### src/rtl/vga_text_pkg.sv
// Shared definitions for the text-display VRAM writer: geometry defaults,
// control codes, blank character and the writer FSM state type.
package vga_text_pkg;

    localparam int COLS_DEF = 40;
    localparam int ROWS_DEF = 30;

    localparam logic [7:0] CC_BS    = 8'h08;
    localparam logic [7:0] CC_LF    = 8'h0A;
    localparam logic [7:0] CC_FF    = 8'h0C;
    localparam logic [7:0] CC_CR    = 8'h0D;
    localparam logic [7:0] CC_DEL   = 8'h7F;
    localparam logic [7:0] CH_BLANK = 8'h20;

    typedef enum logic [1:0] {
        CLR_ALL  = 2'd0,
        IDLE     = 2'd1,
        CLR_LINE = 2'd2
    } state_t;

    // Everything from space upward except DEL lands in a cell.
    function automatic logic is_printable(input logic [7:0] c);
        return (c >= CH_BLANK) && (c != CC_DEL);
    endfunction

endpackage

### src/rtl/vga_text_writer.sv
// Byte-stream to text-VRAM writer. Accepts characters and control codes over
// valid/ready and turns them into {attr, char} cell writes at a tracked cursor.
// No scrolling: the cursor wraps from the last row to row 0 and the row it
// lands on is cleared.
//
//  state    | meaning
//  ---------+-----------------------------------------------------------
//  CLR_ALL  | blanking every cell 0..COLS*ROWS-1, then cursor to (0,0)
//  IDLE     | accepting bytes; printables write one cell per cycle
//  CLR_LINE | blanking the COLS cells of the current cursor row
module vga_text_writer
    import vga_text_pkg::*;
#(
    parameter int         COLS     = COLS_DEF,
    parameter int         ROWS     = ROWS_DEF,
    parameter int         AW       = 11,
    parameter logic [7:0] CLR_ATTR = 8'h00
) (
    input  logic          clk,
    input  logic          reset,
    input  logic          in_valid,
    input  logic [7:0]    in_data,
    input  logic [7:0]    in_attr,
    output logic          in_ready,
    output logic          vram_we,
    output logic [AW-1:0] vram_waddr,
    output logic [15:0]   vram_wdata,
    output logic [5:0]    cursor_col,
    output logic [4:0]    cursor_row,
    output logic          busy
);

    localparam int CW = $clog2(COLS * ROWS);

    state_t          state_q, state_d;
    logic [CW-1:0]   clr_cnt_q, clr_cnt_d;
    logic [5:0]      col_q, col_d;
    logic [4:0]      row_q, row_d;
    logic [AW-1:0]   base_q, base_d;
    logic            we_q, we_d;
    logic [AW-1:0]   waddr_q, waddr_d;
    logic [15:0]     wdata_q, wdata_d;
    logic            in_ready_q, in_ready_d;
    logic            busy_q, busy_d;

    logic            accept;
    logic            last_row;
    logic [4:0]      row_nxt;
    logic [AW-1:0]   base_nxt;

    assign accept   = in_valid && in_ready_q;
    assign last_row = (row_q == 5'(ROWS - 1));
    // Line base tracks row*COLS incrementally so no multiplier is needed.
    assign row_nxt  = last_row ? 5'd0 : row_q + 5'd1;
    assign base_nxt = last_row ? '0 : base_q + AW'(COLS);

    // Next-state and registered-output decode.
    always_comb begin
        state_d    = state_q;
        clr_cnt_d  = clr_cnt_q;
        col_d      = col_q;
        row_d      = row_q;
        base_d     = base_q;
        we_d       = 1'b0;
        waddr_d    = waddr_q;
        wdata_d    = wdata_q;
        in_ready_d = 1'b0;
        busy_d     = 1'b0;

        case (state_q)
            CLR_ALL: begin
                we_d    = 1'b1;
                busy_d  = 1'b1;
                waddr_d = AW'(clr_cnt_q);
                wdata_d = {CLR_ATTR, CH_BLANK};
                if (clr_cnt_q == CW'(COLS * ROWS - 1)) begin
                    clr_cnt_d = '0;
                    state_d   = IDLE;
                    col_d     = '0;
                    row_d     = '0;
                    base_d    = '0;
                end else begin
                    clr_cnt_d = clr_cnt_q + CW'(1);
                end
            end

            CLR_LINE: begin
                we_d    = 1'b1;
                busy_d  = 1'b1;
                waddr_d = base_q + AW'(clr_cnt_q);
                wdata_d = {CLR_ATTR, CH_BLANK};
                if (clr_cnt_q == CW'(COLS - 1)) begin
                    clr_cnt_d = '0;
                    state_d   = IDLE;
                    col_d     = '0;
                end else begin
                    clr_cnt_d = clr_cnt_q + CW'(1);
                end
            end

            IDLE: begin
                if (accept) begin
                    if (is_printable(in_data)) begin
                        we_d    = 1'b1;
                        waddr_d = base_q + AW'(col_q);
                        wdata_d = {in_attr, in_data};
                        if (col_q == 6'(COLS - 1)) begin
                            col_d   = '0;
                            row_d   = row_nxt;
                            base_d  = base_nxt;
                            state_d = CLR_LINE;
                        end else begin
                            col_d = col_q + 6'd1;
                        end
                    end else begin
                        case (in_data)
                            CC_LF: begin
                                col_d   = '0;
                                row_d   = row_nxt;
                                base_d  = base_nxt;
                                state_d = CLR_LINE;
                            end
                            CC_CR: col_d = '0;
                            CC_BS: begin
                                if (col_q != '0) col_d = col_q - 6'd1;
                            end
                            CC_FF: state_d = CLR_ALL;
                            default: ;
                        endcase
                    end
                end
                // Ready only stays up while we remain idle; a pending clear
                // drops it in the same cycle the triggering byte's effect shows.
                in_ready_d = (state_d == IDLE);
                busy_d     = (state_d != IDLE);
            end

            default: state_d = CLR_ALL;
        endcase
    end

    // State, counters and output registers; reset forces a fresh full clear.
    always_ff @(posedge clk) begin
        if (reset) begin
            state_q    <= CLR_ALL;
            clr_cnt_q  <= '0;
            col_q      <= '0;
            row_q      <= '0;
            base_q     <= '0;
            we_q       <= 1'b0;
            waddr_q    <= '0;
            wdata_q    <= '0;
            in_ready_q <= 1'b0;
            busy_q     <= 1'b0;
        end else begin
            state_q    <= state_d;
            clr_cnt_q  <= clr_cnt_d;
            col_q      <= col_d;
            row_q      <= row_d;
            base_q     <= base_d;
            we_q       <= we_d;
            waddr_q    <= waddr_d;
            wdata_q    <= wdata_d;
            in_ready_q <= in_ready_d;
            busy_q     <= busy_d;
        end
    end

    assign in_ready   = in_ready_q;
    assign vram_we    = we_q;
    assign vram_waddr = waddr_q;
    assign vram_wdata = wdata_q;
    assign cursor_col = col_q;
    assign cursor_row = row_q;
    assign busy       = busy_q;

endmodule

### config.mk
export PLATFORM = sky130hd
export DESIGN_NAME = vga_text_writer
export DESIGN_NICKNAME = d
export VERILOG_FILES = /design/src/rtl/vga_text_pkg.sv /design/src/rtl/vga_text_writer.sv
export SDC_FILE = /design/constraint.sdc
export NUM_CORES = 1
export LEC_CHECK = 0
export CAP_MARGIN = 20
export CORE_MARGIN = 3
export CORE_UTILIZATION = 30
export CTS_BUF_LIST = sky130_fd_sc_hd__clkbuf_4 sky130_fd_sc_hd__clkbuf_8
export DETAILED_ROUTE_END_ITERATION = 8
export SYNTH_ARGS = -nofsm -noshare
export SYNTH_HDL_FRONTEND = slang
export SYNTH_SLANG_ARGS = --single-unit
### constraint.sdc
create_clock -name clk -period 3.59 [get_ports clk]
set_input_delay 0.718 -clock clk [delete_from_list [all_inputs] [get_ports clk]]
set_output_delay 0.718 -clock clk [all_outputs]
set_load 0.01 [all_outputs]
==> results of run 1 <==
## cell usage in the layout (no fill, tap or decap), types with 7 or more instances in the layout
cell type	netlist	routed
clkdlybuf4s50_1	0	59
nor2b_1	10	10
dfxtp_1	62	62
nand4_1	8	8
xnor2_1	13	13
nor3_1	7	7
inv_1	10	10
mux2i_1	9	9
a21oi_1	39	39
and3_1	11	11
nand2_1	48	48
nand3_1	37	37
clkbuf_8	0	10
nor2_1	35	35
o21ai_0	12	12
ha_1	20	20
## synthesized netlist by cell type (all sizes together), types with 2 or more instances
master / n / area, um2
a21boi: 2 / 26.3
or3: 5 / 31.3
a211oi: 7 / 72.6
inv: 10 / 37.5
a31oi: 4 / 40.0
o21ai: 21 / 116
a221oi: 2 / 17.5
mux2i: 9 / 90.1
nand4b: 2 / 17.5
xnor2: 13 / 114
a31o: 3 / 26.3
nand3: 37 / 185
and3: 11 / 68.8
nor3b: 4 / 41.3
nor2: 37 / 144
a21oi: 41 / 213
nand2b: 2 / 12.5
buf: 14 / 101
nand2: 49 / 186
dfxtp: 62 / 1240
a21o: 3 / 22.5
nor4: 4 / 37.5
ha: 20 / 250
nand4: 10 / 83.8
mux2: 3 / 33.8
o41ai: 2 / 32.5
xor2: 6 / 52.6
o21a: 3 / 22.5
nor2b: 10 / 62.6
clkbuf: 12 / 45.0
o211ai: 2 / 20.0
a311oi: 4 / 53.8
nand3b: 4 / 30.0
nor3: 8 / 45.0
o31ai: 4 / 30.0
## critical path, stage by stage, from the launching register on
cell and delay, ps:
dfxtp_1 490, ha_1 490, mux2_2 390, ha_1 230, a21oi_1 230, o21ai_0 160
nor2b_1 170, or3_1 120, a21oi_1 50, or3_1 360
## logic make-up (layout without fill, tap and decap cells)
family                   count (synthesis)  count (layout)  synth area share
AO/OA/AOI/OAI                          109             109             0.217
XOR/XNOR                                19              19            0.0440
adder cells (fa/ha/maj)                 20              20            0.0662
buffers and inverters                   36              89            0.0486
flip-flops                              62              62             0.328
multiplexers                            12              12            0.0328
AND/OR/NAND/NOR                        188             188             0.263
## per-stage QoR
step / std cells / hold slack [ps] / total power, W / utilization / setup slack (ps)
floorplan: 446 / 462 / 0.000750 / - / 729
global placement: 651 / 442 / 0.000793 / 0.367 / 712
detailed placement: 651 / 448 / 0.000794 / 0.367 / 648
CTS: 667 / 457 / 0.00156 / 0.387 / 807
global route: 667 / 476 / 0.00160 / 0.387 / 597
finish: 667 / 453 / 0.00154 / 0.387 / 776
## per-layer routing
| metal | up-vias | GRT usage |
|---|---|---|
| met5 | - | 0 |
| met4 | 0 | 0.0593 |
| met3 | 21 | 0.0407 |
| met2 | 72 | 0.234 |
| met1 | 1637 | 0.172 |
| li1 | 1711 | - |
## sequential cells by signal (all words and copies together), names as in the netlist
name        flops
state_q         2
cursor_col      6
vram_waddr     11
vram_wdata     16
vram_we         1
cursor_row      5
busy            1
clr_cnt_q      11
in_ready        1
base_q          8
## final timing paths
path                                             startpoint                           to  slack (ps)  depth (start not counted)
worst max-delay path                state_q[0]$_SDFFE_PP0P_   vram_waddr[9]$_SDFFE_PP0P_         780                          9
worst min-delay path            vram_wdata[15]$_SDFFE_PP0P_  vram_wdata[15]$_SDFFE_PP0P_         450                          2
worst max register to register      state_q[0]$_SDFFE_PP0P_   vram_waddr[9]$_SDFFE_PP0P_         780                          9
worst min register to register  vram_wdata[15]$_SDFFE_PP0P_  vram_wdata[15]$_SDFFE_PP0P_         450                          2
## cell type report
type | instances | area, um2 | share of cell area
repair buffers | 63 | 621 | 0.132
multi-input cells | 348 | 2360 | 0.500
flip-flops and latches | 62 | 1240 | 0.263
clock inverters | 6 | 109 | 0.0231
clock buffers | 10 | 138 | 0.0292
inverters | 10 | 37.5 | 0.00797
well taps | 168 | 210 | 0.0446
## power groups by stage
stage / clock (W) / combinational (W) / sequential [W]
floorplan: 0 / 0.0000338 / 0.000716
finish: 0.000765 / 0.0000799 / 0.000700
global route: 0.000809 / 0.0000870 / 0.000700
detailed placement: 0 / 0.0000788 / 0.000716
CTS: 0.000786 / 0.0000796 / 0.000700
global placement: 0 / 0.0000779 / 0.000715
==> reports/metrics.cfg, run 1 <==
[floorplanning]
die_area_um2=14000
pin_count=60
die_h_um=118
core-area_um2=12200
rows=40
start_util=0.311
die_w_um=118

[detailed_routing]
routedWlPerCell_um=14.7
drt-total-wl_um=9780
drc=0
drtIter0Drc=309
vias=3441
wl_met1_um=4380
top_layer=met4
drt_pass1_iterations=5
met2_length_um=4700
viasPerCell=5.16
antenna_left=0
dr_wl_met3_um=488

[cts]
clk_pin_slew_worst_paths_ps=70
h-tree-depth=3
clock_latency_ps=350
clock_path_buffers=2
clock-sinks=62
cts_tree=yes
cts_resized=0
root_buffer=clkbuf_8
cts-buffers-inserted=9
holdBufCountCts=0
cts_setup_buffers=0

[synth]
synth_nets=485
synth_edf_count=0
synth_cell_types=69
synth_cells=446
synth_area_um2=3780
async_reset_ff_frac=0
ys_ff_latch=62
yosysWarnings=0
avgSynthCellArea_um2=8.48
seq_area_frac_synth=0.328
synthFlopType=dfxtp_1

[final_layout]
fill_cells=1232
diodes=0
drive_above_1_share=0.112
nNetsFinal=533
finalInstanceArea_um2=4710
area_delta_synth_final_pct=24.6

[placement]
dp_hpwl_um=7040
place_area_um2=4470
routabilityCongestion=0.875
io_buffers=59

[global_route]
grt_pass1_wl_um=16300
grt_usage=0.142
grt.overflow.total=0
antenna_found_initial=0
grt_pass1_vias=3308
grt_start_max_net_pins=44

[critical_path]
worstSetupEndpointType=register
path_max_fanout=10
path_class=reg -> reg
arrival_ps=3050
required_ps=3820
critPathLaunchType=register

[pwr]
p_leak_nw=1.68
p_int_w=0.00121
powerDensity_nw_per_um2=328
irDropWorstVdd_mv=0.178
switching_share=0.217
comb_power_share=0.052
p_clk_frac=0.495
switchingPower_w=0.000335
seqPwrFrac=0.453

[hold_path]
min_path_type=reg -> reg

[timing]
hold_viol_final=0
slew_viol_final=0
maxSlewHeadroom=0.556
clock_skew_ps=6.41
clock.fmax_mhz=355
tightestPinTransition_ps=666
rsz0062_at_grt=false
setup_viol=0
min_period_ps=2810
fin_crit_sh=0.784
tns_ps=0

[run]
cap_violations=0

[outcome]
status=completed

Note: power is estimated with default switching activity, not from simulation.
==> run 2: changes to the inputs <==
Clock period 3.59 ns to 2.7 ns, I/O delays scaled along.
==> reports/metrics.cfg, run 2 (synthesized netlist as in run 1, its figures left out) <==
[critical_path]
critPathLaunchType=register
path_class=reg -> reg
arrival_ps=2730  ; -320 ps
worstSetupEndpointType=register
path_max_fanout=4  ; -6
required_ps=2940  ; -880 ps

[pwr]
powerDensity_nw_per_um2=398  ; +22%
finalPower_w=0.00191  ; +24%
p_leak_nw=1.74  ; +3.9%
irDropWorstVdd_mv=0.182  ; +2.2%

[cts]
clock_latency_ps=350  ; about the same
cts_tree=yes
cts-buffers-inserted=9  ; unchanged
h-tree-depth=3  ; unchanged
clock_path_buffers=2  ; unchanged
clock-sinks=62  ; unchanged
clk_pin_slew_worst_paths_ps=70  ; about the same
holdBufCountCts=0  ; unchanged
root_buffer=clkbuf_8
cts_setup_buffers=0  ; unchanged

[floorplanning]
pin_count=60  ; unchanged
die_w_um=118  ; unchanged
core-area_um2=12200  ; unchanged
die_area_um2=14000  ; unchanged
die_h_um=118  ; unchanged
start_util=0.311  ; unchanged
rows=40  ; unchanged

[detailed_routing]
drt_pass1_iterations=5  ; unchanged
drtIter0Drc=245  ; -21%
routedWlPerCell_um=14.3  ; -2.5%
viasPerCell=5.05  ; -2.0%
drt-total-wl_um=9780  ; about the same
antenna_left=0  ; unchanged
vias=3457  ; +0.46%
drc=0  ; unchanged

[outcome]
status=completed

[final_layout]
largest_register_ff_count=16  ; unchanged
area_delta_synth_final_pct=27.1
nNetsFinal=550  ; +3.2%
final_cell_mix=dfxtp_1 (62), clkdlybuf4s50_1 (59), nand2_1 (48)
diodes=0  ; unchanged
final_common_cell=dfxtp_1
drive_above_1_share=0.143  ; +0.0312

[timing]
tightestPinTransition_ps=650  ; -16.2 ps
hold_viol_final=0  ; unchanged
maxSlewHeadroom=0.567  ; +0.0108
clock.fmax_mhz=400  ; +13%
setup_viol=0  ; unchanged
clock_skew_ps=10.8  ; +4.39 ps
slew_viol_final=0  ; unchanged
min_period_ps=2500  ; -317 ps
holdWs_ps=453  ; +0.121 ps
rsz0062_at_grt=false
tns_ps=0  ; unchanged
fin_crit_sh=0.925  ; +0.141
setup_slack_ps=203  ; -573 ps

[global_route]
grt_start_max_net_pins=44  ; unchanged
grt_pass1_vias=3369  ; +1.8%
grt_pass1_wl_um=16600  ; +1.8%
grt_usage=0.143  ; +0.00187
antenna_found_initial=0  ; unchanged
grt.overflow.total=0  ; unchanged

[placement]
pre_cts_slack_ps=35.0  ; -613 ps
dp_hpwl_um=7190  ; +2.2%
io_buffers=59  ; unchanged
routabilityCongestion=0.855  ; -2.3%

[hold_path]
min_path_type=reg -> reg

[run]
cap_violations=0  ; unchanged

## run 2: changes by cell type in the layout (fill, tap and decap cells not counted), sizes merged
cell and change:
clkbuf +3, clkinvlp +1, buf +17, clkinv -2
bufinv -2
## run 2: routing by layer
layer / wire length (um) / vias up / global-route usage
li1: - / 1747 / -
met1: 4510 / 1625 / 0.183
met2: 4610 / 69 / 0.230
met3: 474 / 16 / 0.0364
met4: 184 / 0 / 0.0608
met5: 0 / - / 0
## run 2: cell type report
type / instances / area, um2
Tap cell: 168 / 210
Clock buffer: 13 / 166
Clock inverter: 3 / 42.5
Timing Repair Buffer: 80 / 748
Fill cell: 1248 / 7360
Multi-Input combinational cell: 348 / 2360
Sequential cell: 62 / 1240
Inverter: 10 / 37.5
## run 2: metrics by stage
step | area (um2) | util | cells
after global placement | 4590 | 0.378 | 668
after CTS | 4800 | 0.395 | 684
after floorplan | 3780 | - | 446
after global routing | 4800 | 0.395 | 684
final | 4800 | 0.395 | 684
after detailed placement | 4590 | 0.378 | 668
## run 2: critical path, stage by stage (launching register included)
cell     delay (ps)
dfxtp_1         310
inv_1           120
ha_2            240
mux2_2          360
ha_1            280
a21oi_1         230
o21ai_1         130
nor2b_1         150
or3_1           120
a21oi_1          50
or3_1           380
## run 2: final timing paths
check / cells after the start / from / end / slack (ps)
max reg2reg: 10 / state_q[1]$_SDFFE_PP0P_ / vram_waddr[9]$_SDFFE_PP0P_ / 200
min: 2 / vram_wdata[10]$_SDFFE_PP0P_ / vram_wdata[10]$_SDFFE_PP0P_ / 450
max: 10 / state_q[1]$_SDFFE_PP0P_ / vram_waddr[9]$_SDFFE_PP0P_ / 200
min reg2reg: 2 / vram_wdata[10]$_SDFFE_PP0P_ / vram_wdata[10]$_SDFFE_PP0P_ / 450
## run 2: report_power, final
group | switching, W | total, W | internal (W) | leakage (nW)
combinational | 0.0000562 | 0.000112 | 0.0000561 | 1.13
sequential | 0.00000760 | 0.000930 | 0.000923 | 0.501
clock | 0.000376 | 0.000872 | 0.000496 | 0.106
total | 0.000439 | 0.00191 | 0.00147 | 1.74
## run 2: repair_timing
action,CTS,global route
hold endpoints to repair,0,0
gates resized for setup,0,2
endpoints found under the setup margin,0,2
